$ cat src/rtl/matrix_pixel_fetch.sv
`default_nettype none
// ============================================================================
// matrix_pixel_fetch : framebuffer read addressing, bit-plane slicing and
//                      frame-synchronous double-buffer swap for LED matrices
// Revision: 1.0
// ============================================================================
module matrix_pixel_fetch #(
  parameter int COL_BITS = 6,
  parameter int ROW_BITS = 4,
  parameter int BPC      = 6
) (
  input  logic                         clk_in,
  input  logic                         reset,
  input  logic [7:0]                   column_address,
  input  logic [ROW_BITS-1:0]          row_address,
  input  logic [BPC-1:0]               brightness_mask,
  input  logic                         pixel_en,
  output logic [ROW_BITS+COL_BITS+1:0] ram_addr_top,
  output logic [ROW_BITS+COL_BITS+1:0] ram_addr_bot,
  input  logic [3*BPC-1:0]             ram_data_top,
  input  logic [3*BPC-1:0]             ram_data_bot,
  output logic [2:0]                   rgb_top,
  output logic [2:0]                   rgb_bot,
  output logic                         rgb_valid,
  input  logic                         swap_request,
  output logic                         swap_ack,
  output logic                         display_buffer
);

  localparam int ADDR_W = 2 + ROW_BITS + COL_BITS;

  localparam logic [0:0] S_IDLE    = 1'b0;
  localparam logic [0:0] S_PENDING = 1'b1;

  logic [0:0]          state_q, state_d;
  logic [ADDR_W-1:0]   ram_addr_top_q, ram_addr_top_d;
  logic [ADDR_W-1:0]   ram_addr_bot_q, ram_addr_bot_d;
  logic [BPC-1:0]      mask_d1_q, mask_d1_d;
  logic [BPC-1:0]      mask_d2_q, mask_d2_d;
  logic                en_d1_q, en_d1_d;
  logic                en_d2_q, en_d2_d;
  logic [2:0]          rgb_top_q, rgb_top_d;
  logic [2:0]          rgb_bot_q, rgb_bot_d;
  logic                rgb_valid_q, rgb_valid_d;
  logic                swap_ack_q, swap_ack_d;
  logic                display_buffer_q, display_buffer_d;
  logic [ROW_BITS-1:0] prev_row_q, prev_row_d;

  logic                boundary;
  logic                swap_fire;
  logic [2:0]          hit_top;
  logic [2:0]          hit_bot;

  // Upper column bits come from a wider scan counter and are not needed here.
  generate
    if (COL_BITS < 8) begin : g_col_unused
      logic unused_col_bits;
      assign unused_col_bits = ^column_address[7:COL_BITS];
    end
  endgenerate

  // Channel c of the {R,G,B} word lives at bits [c*BPC +: BPC]; rgb bit c matches.
  generate
    for (genvar c = 0; c < 3; c++) begin : g_chan
      assign hit_top[c] = |(ram_data_top[c*BPC +: BPC] & mask_d2_q);
      assign hit_bot[c] = |(ram_data_bot[c*BPC +: BPC] & mask_d2_q);
    end
  endgenerate

  assign boundary = (prev_row_q == {ROW_BITS{1'b1}}) && (row_address == '0);

  // State and pipeline registers
  always_ff @(posedge clk_in or negedge reset) begin
    if (!reset) begin
      state_q          <= S_IDLE;
      ram_addr_top_q   <= '0;
      ram_addr_bot_q   <= '0;
      mask_d1_q        <= '0;
      mask_d2_q        <= '0;
      en_d1_q          <= 1'b0;
      en_d2_q          <= 1'b0;
      rgb_top_q        <= 3'b000;
      rgb_bot_q        <= 3'b000;
      rgb_valid_q      <= 1'b0;
      swap_ack_q       <= 1'b0;
      display_buffer_q <= 1'b0;
      prev_row_q       <= '0;
    end else begin
      state_q          <= state_d;
      ram_addr_top_q   <= ram_addr_top_d;
      ram_addr_bot_q   <= ram_addr_bot_d;
      mask_d1_q        <= mask_d1_d;
      mask_d2_q        <= mask_d2_d;
      en_d1_q          <= en_d1_d;
      en_d2_q          <= en_d2_d;
      rgb_top_q        <= rgb_top_d;
      rgb_bot_q        <= rgb_bot_d;
      rgb_valid_q      <= rgb_valid_d;
      swap_ack_q       <= swap_ack_d;
      display_buffer_q <= display_buffer_d;
      prev_row_q       <= prev_row_d;
    end
  end

  // Swap FSM next-state; a request arriving on a boundary never parks in PENDING.
  always_comb begin
    state_d = state_q;
    case (state_q)
      S_IDLE: begin
        if (swap_request && !boundary) begin
          state_d = S_PENDING;
        end
      end
      S_PENDING: begin
        if (boundary) begin
          state_d = S_IDLE;
        end
      end
      default: state_d = S_IDLE;
    endcase
  end

  // Swap FSM output decode
  always_comb begin
    swap_fire = 1'b0;
    case (state_q)
      S_IDLE:    swap_fire = boundary && swap_request;
      S_PENDING: swap_fire = boundary;
      default:   swap_fire = 1'b0;
    endcase
  end

  // Datapath; addresses use the pre-flip buffer so the flip shows on the next address.
  always_comb begin
    ram_addr_top_d   = {display_buffer_q, 1'b0, row_address, column_address[COL_BITS-1:0]};
    ram_addr_bot_d   = {display_buffer_q, 1'b1, row_address, column_address[COL_BITS-1:0]};
    mask_d1_d        = brightness_mask;
    mask_d2_d        = mask_d1_q;
    en_d1_d          = pixel_en;
    en_d2_d          = en_d1_q;
    rgb_top_d        = en_d2_q ? hit_top : 3'b000;
    rgb_bot_d        = en_d2_q ? hit_bot : 3'b000;
    rgb_valid_d      = en_d2_q;
    prev_row_d       = row_address;
    display_buffer_d = display_buffer_q ^ swap_fire;
    swap_ack_d       = swap_fire;
  end

  assign ram_addr_top   = ram_addr_top_q;
  assign ram_addr_bot   = ram_addr_bot_q;
  assign rgb_top        = rgb_top_q;
  assign rgb_bot        = rgb_bot_q;
  assign rgb_valid      = rgb_valid_q;
  assign swap_ack       = swap_ack_q;
  assign display_buffer = display_buffer_q;

endmodule
`default_nettype wire

$ cat config.mk
export PLATFORM = sky130hd
export DESIGN_NAME = matrix_pixel_fetch
export DESIGN_NICKNAME = d
export VERILOG_FILES = /design/src/rtl/matrix_pixel_fetch.sv
export SDC_FILE = /design/constraint.sdc
export NUM_CORES = 1
export LEC_CHECK = 0
export BUFFER_PORTS_ARGS = -buffer_cell sky130_fd_sc_hd__buf_2
export CORE_MARGIN = 5
export CORE_UTILIZATION = 35
export DETAILED_ROUTE_END_ITERATION = 8
export PLACE_DENSITY_LB_ADDON = 0.08
export SETUP_SLACK_MARGIN = 0.2
export SYNTH_ARGS = -nofsm -noshare
export SYNTH_HDL_FRONTEND = slang
export SYNTH_SLANG_ARGS = --single-unit
$ cat constraint.sdc
create_clock -name clk_in -period 0.8 [get_ports clk_in]
set_input_delay 0.12 -clock clk_in [delete_from_list [all_inputs] [get_ports clk_in]]
set_output_delay 0.12 -clock clk_in [all_outputs]
set_load 0.05 [all_outputs]
==> impl_metrics.py, run 1 <==
metrics = {
    "run_status": {
        "status": "finished with violations",
        "violations": "setup timing",
    },
    "grt": {
        "grt_pass1_vias": 1266,
        "grt_max_degree": 37,
        "grt_first_pass_wirelength_um": 6130,
        "grt-ovfl-total": 0,
        "grt.total_usage_pct": 16.3,
        "antenna_found_initial": 0,
    },
    "timing": {
        "fin_ws_ps": -349,
        "rsz0062_at_grt": "true",
        "fmax_ghz": 0.870,
        "fin_hold_ws_ps": 43.2,
        "slew_violations": 0,
        "setup_tns_ps": -8950,
        "final_hold_viol_count": 0,
        "min_period_over_period_pct": 144,
        "clock_skew_ps": 9.65,
        "setup_viol": 41,
        "fin_crit_ps": 1150,
    },
    "cells_and_area": {
        "final_area_um2": 2270,
        "final_common_cell": "buf_2",
        "num_antenna_cells": 0,
        "drive_above_1_share_pct": 73.2,
        "syn_to_final_growth_pct": 86.1,
        "final_nets": 247,
        "final_cell_mix": "buf_2, buf_6, dfrtp_2",
        "fin_util_pct": 67.6,
    },
    "drt": {
        "avgViaCountPerCell": 4.63,
        "drc": 0,
        "wl_um": 3780,
        "ant_nets": 0,
        "drtIter0Drc": 37,
        "detail_route.wl_per_cell_um": 16.0,
        "drt-pass1-iter-count": 4,
        "vias": 1092,
    },
    "logic_synthesis": {
        "netlist_instances": 82,
        "synth.distinct_cells": 11,
        "synth_area_leader_cell": "dfrtp_1",
        "synth_seq_cells": 36,
        "syn_area_per_cell_um2": 14.9,
        "synth.net_count": 140,
        "synth_warnings": 0,
        "synth_area_leaders": "dfrtp_1, a22oi_1, buf_4",
        "syn_area_um2": 1220,
        "ys_seq_area_share_pct": 73.7,
        "synth_top_area_share_pct": 73.7,
    },
    "clocking": {
        "h-tree-depth": 2,
        "cts_root_buffer": "clkbuf_4",
        "cts_buffers": 5,
        "clk_pin_slew_ps": 100,
        "cts_tree": "yes",
        "cts_sinks": 36,
        "clk_latency_ps": 330,
        "clk_path_buf_depth": 2,
    },
    "placement": {
        "place_congestion": 0.823,
        "port_buffers": 87,
        "pre_cts_ws_ps": -420,
        "place_area_um2": 1700,
    },
    "floorplanning": {
        "die_area_um2": 4770,
        "core-area_um2": 3360,
        "die_width_um": 69.1,
        "floorplan.rows": 21,
        "die_h_um": 69.1,
        "start_util_pct": 36.3,
        "io_pins": 91,
    },
    "worst_setup_path": {
        "critPathLaunch": "prev_row_q[1]$_DFF_PN0_",
        "cp.arrival_ps": 1030,
        "start_kind": "register",
        "end_kind": "output port",
        "critPathKind": "register to output port",
        "rr_startpoint": "prev_row_q[1]$_DFF_PN0_",
        "worstPathRequired_ps": 680,
        "cp_max_fo": 2,
    },
    "run": {
        "drv_cap": 0,
    },
    "power": {
        "p_leak_nw": 1.06,
        "powerDensity_nw_per_um2": 1850,
        "irDropWorstVdd_v": 0.00110,
    },
    "min_path": {
        "min_from": "swap_request",
        "hp-class": "input pin to register",
    },
}
final timing paths:
kind / slack (ps) / depth (start not counted) / endpoint
min in group asynchronous: 280 / 3 / mask_d2_q[5]$_DFF_PN0_
max in group asynchronous: 330 / 3 / prev_row_q[2]$_DFF_PN0_
max: -350 / 2 / ram_addr_top[7]
max reg2reg: -190 / 4 / display_buffer$_DFF_PN0_
min reg2reg: 350 / 0 / mask_d2_q[4]$_DFF_PN0_
min: 40 / 3 / state_q$_DFF_PN0_
metal layers:
layer  global-route usage, %  share of wire (%)  wire length (µm)
met1                    16.1                 34              1290
met2                    30.4                 57              2150
met3                    6.69                8.3               313
met4                    5.21               0.71                27
met5                       0                  0                 0
repair_timing:
item	CTS	global route
gates resized for setup	90	4
hold buffers	18	0
endpoints found under the hold margin	53	0
buffers inserted	1	1
endpoints found under the setup margin	41	42
pin swaps	2	2
worst max-delay path: stages, from the launching register on:
cell	delay [ps]
dfrtp_2	430
buf_6	130
buf_8	140
cell usage after synthesis, drive strengths merged:
library cell   n
a22oi         18
dfrtp         36
a31oi          6
xor2           1
nor3           1
buf           12
conb           2
nand4          1
inv            1
nor2           3
or4            1
cell families (layout without fill, tap and decap cells):
group	Yosys count	after routing	synth area share [%]
flip-flops	36	36	73.7
XOR/XNOR	1	1	0.717
AND/OR/NAND/NOR	6	6	3.17
buffers and inverters	13	121	7.68
other	2	2	0.614
AO/OA/AOI/OAI	24	24	14.1
sequential cells by signal, indices dropped and copies added (netlist names):
name and cells:
rgb_top 3, swap_ack 1, ram_addr_top 1, rgb_valid 1
display_buffer 1, ram_addr_bot 8, rgb_bot 3, en_d2_q 1
mask_d1_q 6, prev_row_q 3, mask_d2_q 6, state_q 1
en_d1_q 1
metrics by stage:
step	instances	power (mW)
2_1_floorplan	82	2.60
3_3_place_gp	208	2.82
3_5_place_dp	208	2.83
4_1_cts	235	4.21
5_1_grt	236	4.40
6_report	236	4.20
final cells by class:
class / instances / area (µm²)
Clock buffer: 8 / 68.8
Fill cell: 264 / 1090
Inverter: 1 / 3.75
Multi-Input combinational cell: 33 / 278
Sequential cell: 36 / 933
Timing Repair Buffer: 112 / 933
Tap cell: 46 / 57.6
report_power, final:
| part | switching, mW | internal [mW] |
|---|---|---|
| clock | 0.559 | 0.517 |
| sequential | 0.0978 | 1.94 |
| combinational | 0.602 | 0.482 |
(Power assumes the default switching activity.)
==> inputs of run 2 (changes only) <==
- PLACE_DENSITY: default -> 0.72
- PLACE_DENSITY_LB_ADDON: 0.08 -> default
- TNS_END_PERCENT: default -> 100
==> impl_metrics.py, run 2 (same netlist as run 1, synthesis figures left out) <==
metrics = {
    "floorplanning": {
        "die_h_um": 69.1,
        "floorplan.rows": 21,
        "die_width_um": 69.1,
        "io_pins": 91,
        "die_area_um2": 4770,
        "start_util_pct": 36.3,
        "core-area_um2": 3360,
    },
    "cells_and_area": {
        "num_antenna_cells": 0,
        "syn_to_final_growth_pct": 86.4,
        "drive_above_1_share_pct": 78.2,
        "final_cell_mix": "buf_2, buf_6, dfrtp_2",
        "final_common_cell": "buf_2",
        "final_nets": 245,
        "fillers": 257,
        "final_cell_count_no_fill": 234,
        "fin_util_pct": 67.7,
        "largest_register_ffs": 8,
    },
    "drt": {
        "drt-pass1-iter-count": 4,
        "ant_nets": 0,
        "detail_route.wl_per_cell_um": 15.7,
        "drc": 0,
        "avgViaCountPerCell": 4.64,
        "drtIter0Drc": 47,
        "wl_um": 3670,
        "vias": 1086,
    },
    "timing": {
        "setup_viol": 39,
        "rsz0062_at_grt": "true",
        "fin_ws_ps": -359,
        "final_hold_viol_count": 0,
        "min_period_over_period_pct": 145,
        "fmax_ghz": 0.863,
        "clock_skew_ps": 7.16,
        "fin_hold_ws_ps": 34.5,
        "fin_crit_ps": 1160,
        "slew_violations": 0,
    },
    "clocking": {
        "clk_latency_ps": 340,
        "cts_tree": "yes",
        "clk_pin_slew_ps": 110,
        "clk_path_buf_depth": 2,
        "cts_sinks": 36,
        "cts_root_buffer": "clkbuf_4",
        "cts_buffers": 5,
        "h-tree-depth": 2,
    },
    "worst_setup_path": {
        "cp-endpoint": "ram_addr_top[7]",
        "end_kind": "output port",
        "cp_max_fo": 2,
        "rr_startpoint": "mask_d2_q[3]$_DFF_PN0_",
        "cp.arrival_ps": 1040,
        "timing.reg2reg.setup_slack_ps": -130,
        "start_kind": "register",
        "cpMaxStageDelayCell": "dfrtp_2",
        "reg2reg_to": "rgb_top[2]$_DFF_PN0_",
        "worstRegToRegCells": 2,
        "crit_path_cell_trace": "buf_6, buf_8",
        "critPathLaunch": "prev_row_q[1]$_DFF_PN0_",
        "critPathMaxStageDelay_ps": 430,
        "critPathKind": "register to output port",
        "worstPathRequired_ps": 680,
    },
    "grt": {
        "grt_first_pass_wirelength_um": 6190,
        "grt-ovfl-total": 0,
        "grt_max_degree": 37,
        "grt_pass1_vias": 1264,
        "antenna_found_initial": 0,
        "grt.total_usage_pct": 16.7,
    },
    "power": {
        "p_leak_nw": 1.05,
        "powerDensity_nw_per_um2": 1780,
        "fin_total_pwr_mw": 4.07,
        "irDropWorstVdd_v": 0.00118,
    },
    "placement": {
        "pre_cts_ws_ps": -413,
        "port_buffers": 87,
        "dp.cells": 207,
        "place_congestion": 0.938,
        "dp_hpwl_um": 2520,
    },
    "run": {
        "drv_cap": 0,
    },
    "run_status": {
        "violations": "setup timing",
        "status": "finished with violations",
    },
    "min_path": {
        "hp-class": "input pin to register",
    },
}
-- run 2: cell types whose count changed in the layout (fill, tap and decap cells not counted), moves of 2 or more --
cell      before  now
clkinv_2       0    2
buf_8          8    6
a22oi_1        8    0
a22oi_2       10   18
clkbuf_8       2    0
-- run 2: worst min path at each step --
stage               slack, ps  depth (start not counted)           start                  endpoint
floorplan                -180                          0           reset  display_buffer$_DFF_PN0_
global placement           90                          2           reset    mask_d1_q[2]$_DFF_PN0_
detailed placement         90                          2           reset    mask_d1_q[2]$_DFF_PN0_
CTS                        10                          3    swap_request         state_q$_DFF_PN0_
global route               40                          3  row_address[1]        swap_ack$_DFF_PN0_
finish                     30                          3    swap_request         state_q$_DFF_PN0_
-- run 2: critical path: cells and delay by family (launching register included) --
kind | cells | cell delay [ps]
buffers and inverters | 2 | 270
DFF | 1 | 430
-- run 2: what timing repair did --
| action | CTS | global route |
|---|---|---|
| setup endpoints to repair | 41 | 42 |
| hold buffers | 18 | 0 |
| pin swaps | 4 | 0 |
| gates cloned | 0 | 0 |
| gates resized for setup | 93 | 6 |
| buffers inserted | 1 | 0 |
| endpoints found under the hold margin | 53 | 0 |
-- run 2: area by class of cell --
class / count / area [µm²] / share of cell area, %
flip-flops and latches: 36 / 933 / 41.0
repair buffers: 110 / 903 / 39.6
multi-input cells: 33 / 324 / 14.2
well taps: 46 / 57.6 / 2.53
clock buffers: 5 / 37.5 / 1.65
clock inverters: 3 / 18.8 / 0.824
inverters: 1 / 3.75 / 0.165
-- run 2: power breakdown --
part           switching [mW]  internal (mW)
logic                   0.606          0.482
registers               0.104           1.94
clock network           0.597          0.337
total                    1.31           2.76
-- run 2: stage by stage --
step | setup TNS [ps] | cell area, µm²
2_1_floorplan | -968 | 1300
3_3_place_gp | -1440 | 1690
3_5_place_dp | -1730 | 1690
4_1_cts | -9660 | 2250
5_1_grt | -11140 | 2280
6_report | -8980 | 2280
-- run 2: metal layers --
layer  global-route usage, %  part of all wire, %  vias to the layer above
met5                       0                    0                        -
met1                    17.2                   34                      510
met2                    28.9                   54                       70
met4                    8.03                  2.3                        0
met3                    6.98                  9.1                       11
li1                        -                    -                      495
==> inputs of run 3 (changes only) <==
- CORE_ASPECT_RATIO: default -> 1.5
- SKIP_LAST_GASP: default -> 1
==> impl_metrics.py, run 3 (same netlist as run 1, synthesis figures left out) <==
metrics = {
    "timing": {
        "fin_hold_ws_ps": -297,
        "rsz0062_at_grt": "true",
        "final_hold_viol_count": 37,
        "slew_violations": 0,
        "fin_crit_ps": 1090,
        "min_period_over_period_pct": 136,
        "clock_skew_ps": 5.68,
        "setup_tns_ps": -6860,
        "fmax_ghz": 0.919,
        "setup_viol": 41,
        "fin_ws_ps": -288,
    },
    "worst_setup_path": {
        "cpMaxStageDelayCell": "dfrtp_2",
        "critPathMaxStageDelay_ps": 410,
        "start_kind": "register",
        "crit_path_cell_trace": "buf_6, buf_8",
        "worstPathRequired_ps": 680,
        "crit_buf_inv": 2,
        "end_kind": "output port",
        "cp_max_fo": 2,
        "critPathKind": "register to output port",
        "cp.arrival_ps": 970,
        "worst_path_dominant_cell_family": "flip-flops",
    },
    "drt": {
        "wl_um": 4060,
        "ant_nets": 0,
        "drc": 0,
        "avgViaCountPerCell": 4.76,
        "vias": 1085,
        "drt-pass1-iter-count": 4,
        "drtIter0Drc": 27,
        "detail_route.wl_per_cell_um": 17.8,
    },
    "cells_and_area": {
        "final_common_cell": "buf_2",
        "largest_register_ffs": 8,
        "final_area_um2": 2280,
        "final_nets": 243,
        "syn_to_final_growth_pct": 86.4,
        "drive_above_1_share_pct": 75.3,
        "final_cell_count_no_fill": 228,
        "fin_util_pct": 67.3,
        "num_antenna_cells": 0,
        "final_cell_mix": "buf_2, buf_6, dfrtp_2",
    },
    "floorplanning": {
        "die_area_um2": 4800,
        "io_pins": 91,
        "die_h_um": 82.4,
        "floorplan.rows": 26,
        "die_width_um": 58.3,
        "start_util_pct": 36.1,
        "core-area_um2": 3380,
    },
    "grt": {
        "met3_usage_pct": 6.84,
        "grt-ovfl-total": 0,
        "use_met2_pct": 34.0,
        "gr-usage-met1_pct": 16.4,
        "top_usage_layer": "met2",
        "grt.total_usage_pct": 17.8,
        "grt_first_pass_wirelength_um": 6000,
        "grt_max_degree": 28,
        "grt_pass1_vias": 1229,
        "antenna_found_initial": 0,
    },
    "power": {
        "pwr-share-seq_pct": 46.4,
        "p_leak_nw": 1.09,
        "power_switching_share_pct": 29.2,
        "p_comb_share_pct": 24.6,
        "powerDensity_nw_per_um2": 1930,
        "p_int_mw": 3.12,
        "power.switching_mw": 1.29,
        "clkPwrFrac_pct": 28.9,
        "irDropWorstVdd_v": 0.00145,
    },
    "clocking": {
        "clk_path_buf_depth": 2,
        "cts_root_buffer": "clkbuf_8",
        "clk_latency_ps": 280,
        "h-tree-depth": 2,
        "cts_buffers": 5,
        "cts_tree": "yes",
        "clk_pin_slew_ps": 70,
        "cts_sinks": 36,
    },
    "run": {
        "drv_cap": 0,
    },
    "placement": {
        "dp_hpwl_um": 2820,
        "port_buffers": 87,
        "place_area_um2": 1690,
        "place_congestion": 0.851,
        "dp.cells": 203,
    },
    "run_status": {
        "status": "finished with violations",
        "violations": "hold timing, setup timing",
    },
    "min_path": {
        "hp-class": "input pin to async pin",
    },
}
==> run 3: worst paths after layout <==
path	startpoint	endpoint	slack, ps	depth (start not counted)
min in group clk_in	row_address[0]	prev_row_q[0]$_DFF_PN0_	-30	1
worst max register to register	prev_row_q[0]$_DFF_PN0_	display_buffer$_DFF_PN0_	-180	3
worst max-delay path	ram_addr_bot[9]$_DFF_PN0_	ram_addr_bot[9]	-290	2
worst min register to register	mask_d1_q[5]$_DFF_PN0_	mask_d2_q[5]$_DFF_PN0_	340	0
max in group asynchronous	reset	rgb_valid$_DFF_PN0_	670	2
worst min-delay path	reset	rgb_bot[2]$_DFF_PN0_	-300	1
==> run 3: what timing repair did <==
| action | CTS | global route |
|---|---|---|
| setup endpoints to repair | 41 | 46 |
| buffers inserted | 1 | 0 |
| endpoints found under the hold margin | 53 | 11 |
| cloned | 0 | 0 |
| pin swaps | 3 | 2 |
| resized for setup | 90 | 10 |
| hold buffers | 15 | 1 |
==> run 3: per-layer routing <==
layer,vias to the layer above,wire [µm]
met2,59,2330
li1,490,-
met5,-,0
met4,0,148
met3,13,298
met1,523,1280
==> run 3: power groups by stage <==
stage | Sequential [mW] | Clock, mW | Combinational, mW
after floorplan | 2.30 | 0 | 0.296
after global placement | 2.03 | 0 | 0.788
after detailed placement | 2.04 | 0 | 0.797
after CTS | 2.04 | 1.32 | 1.05
after global routing | 2.06 | 1.39 | 1.14
final | 2.05 | 1.27 | 1.08
==> run 3: cell type report <==
cell class	instances	area [µm²]
multi-input combinational	33	298
timing repair buffer	108	901
fill	247	1100
tap	42	52.6
clock buffer	8	90.1
inverter	1	3.75
sequential	36	933
==> run 3: metrics by stage <==
step	total power [mW]	setup slack, ps	hold slack (ps)
after floorplan	2.60	-262	-176
after global placement	2.82	-382	-0.104
after detailed placement	2.84	-403	9.45
after CTS	4.42	-294	-300
after global routing	4.59	-321	-295
final	4.40	-288	-297
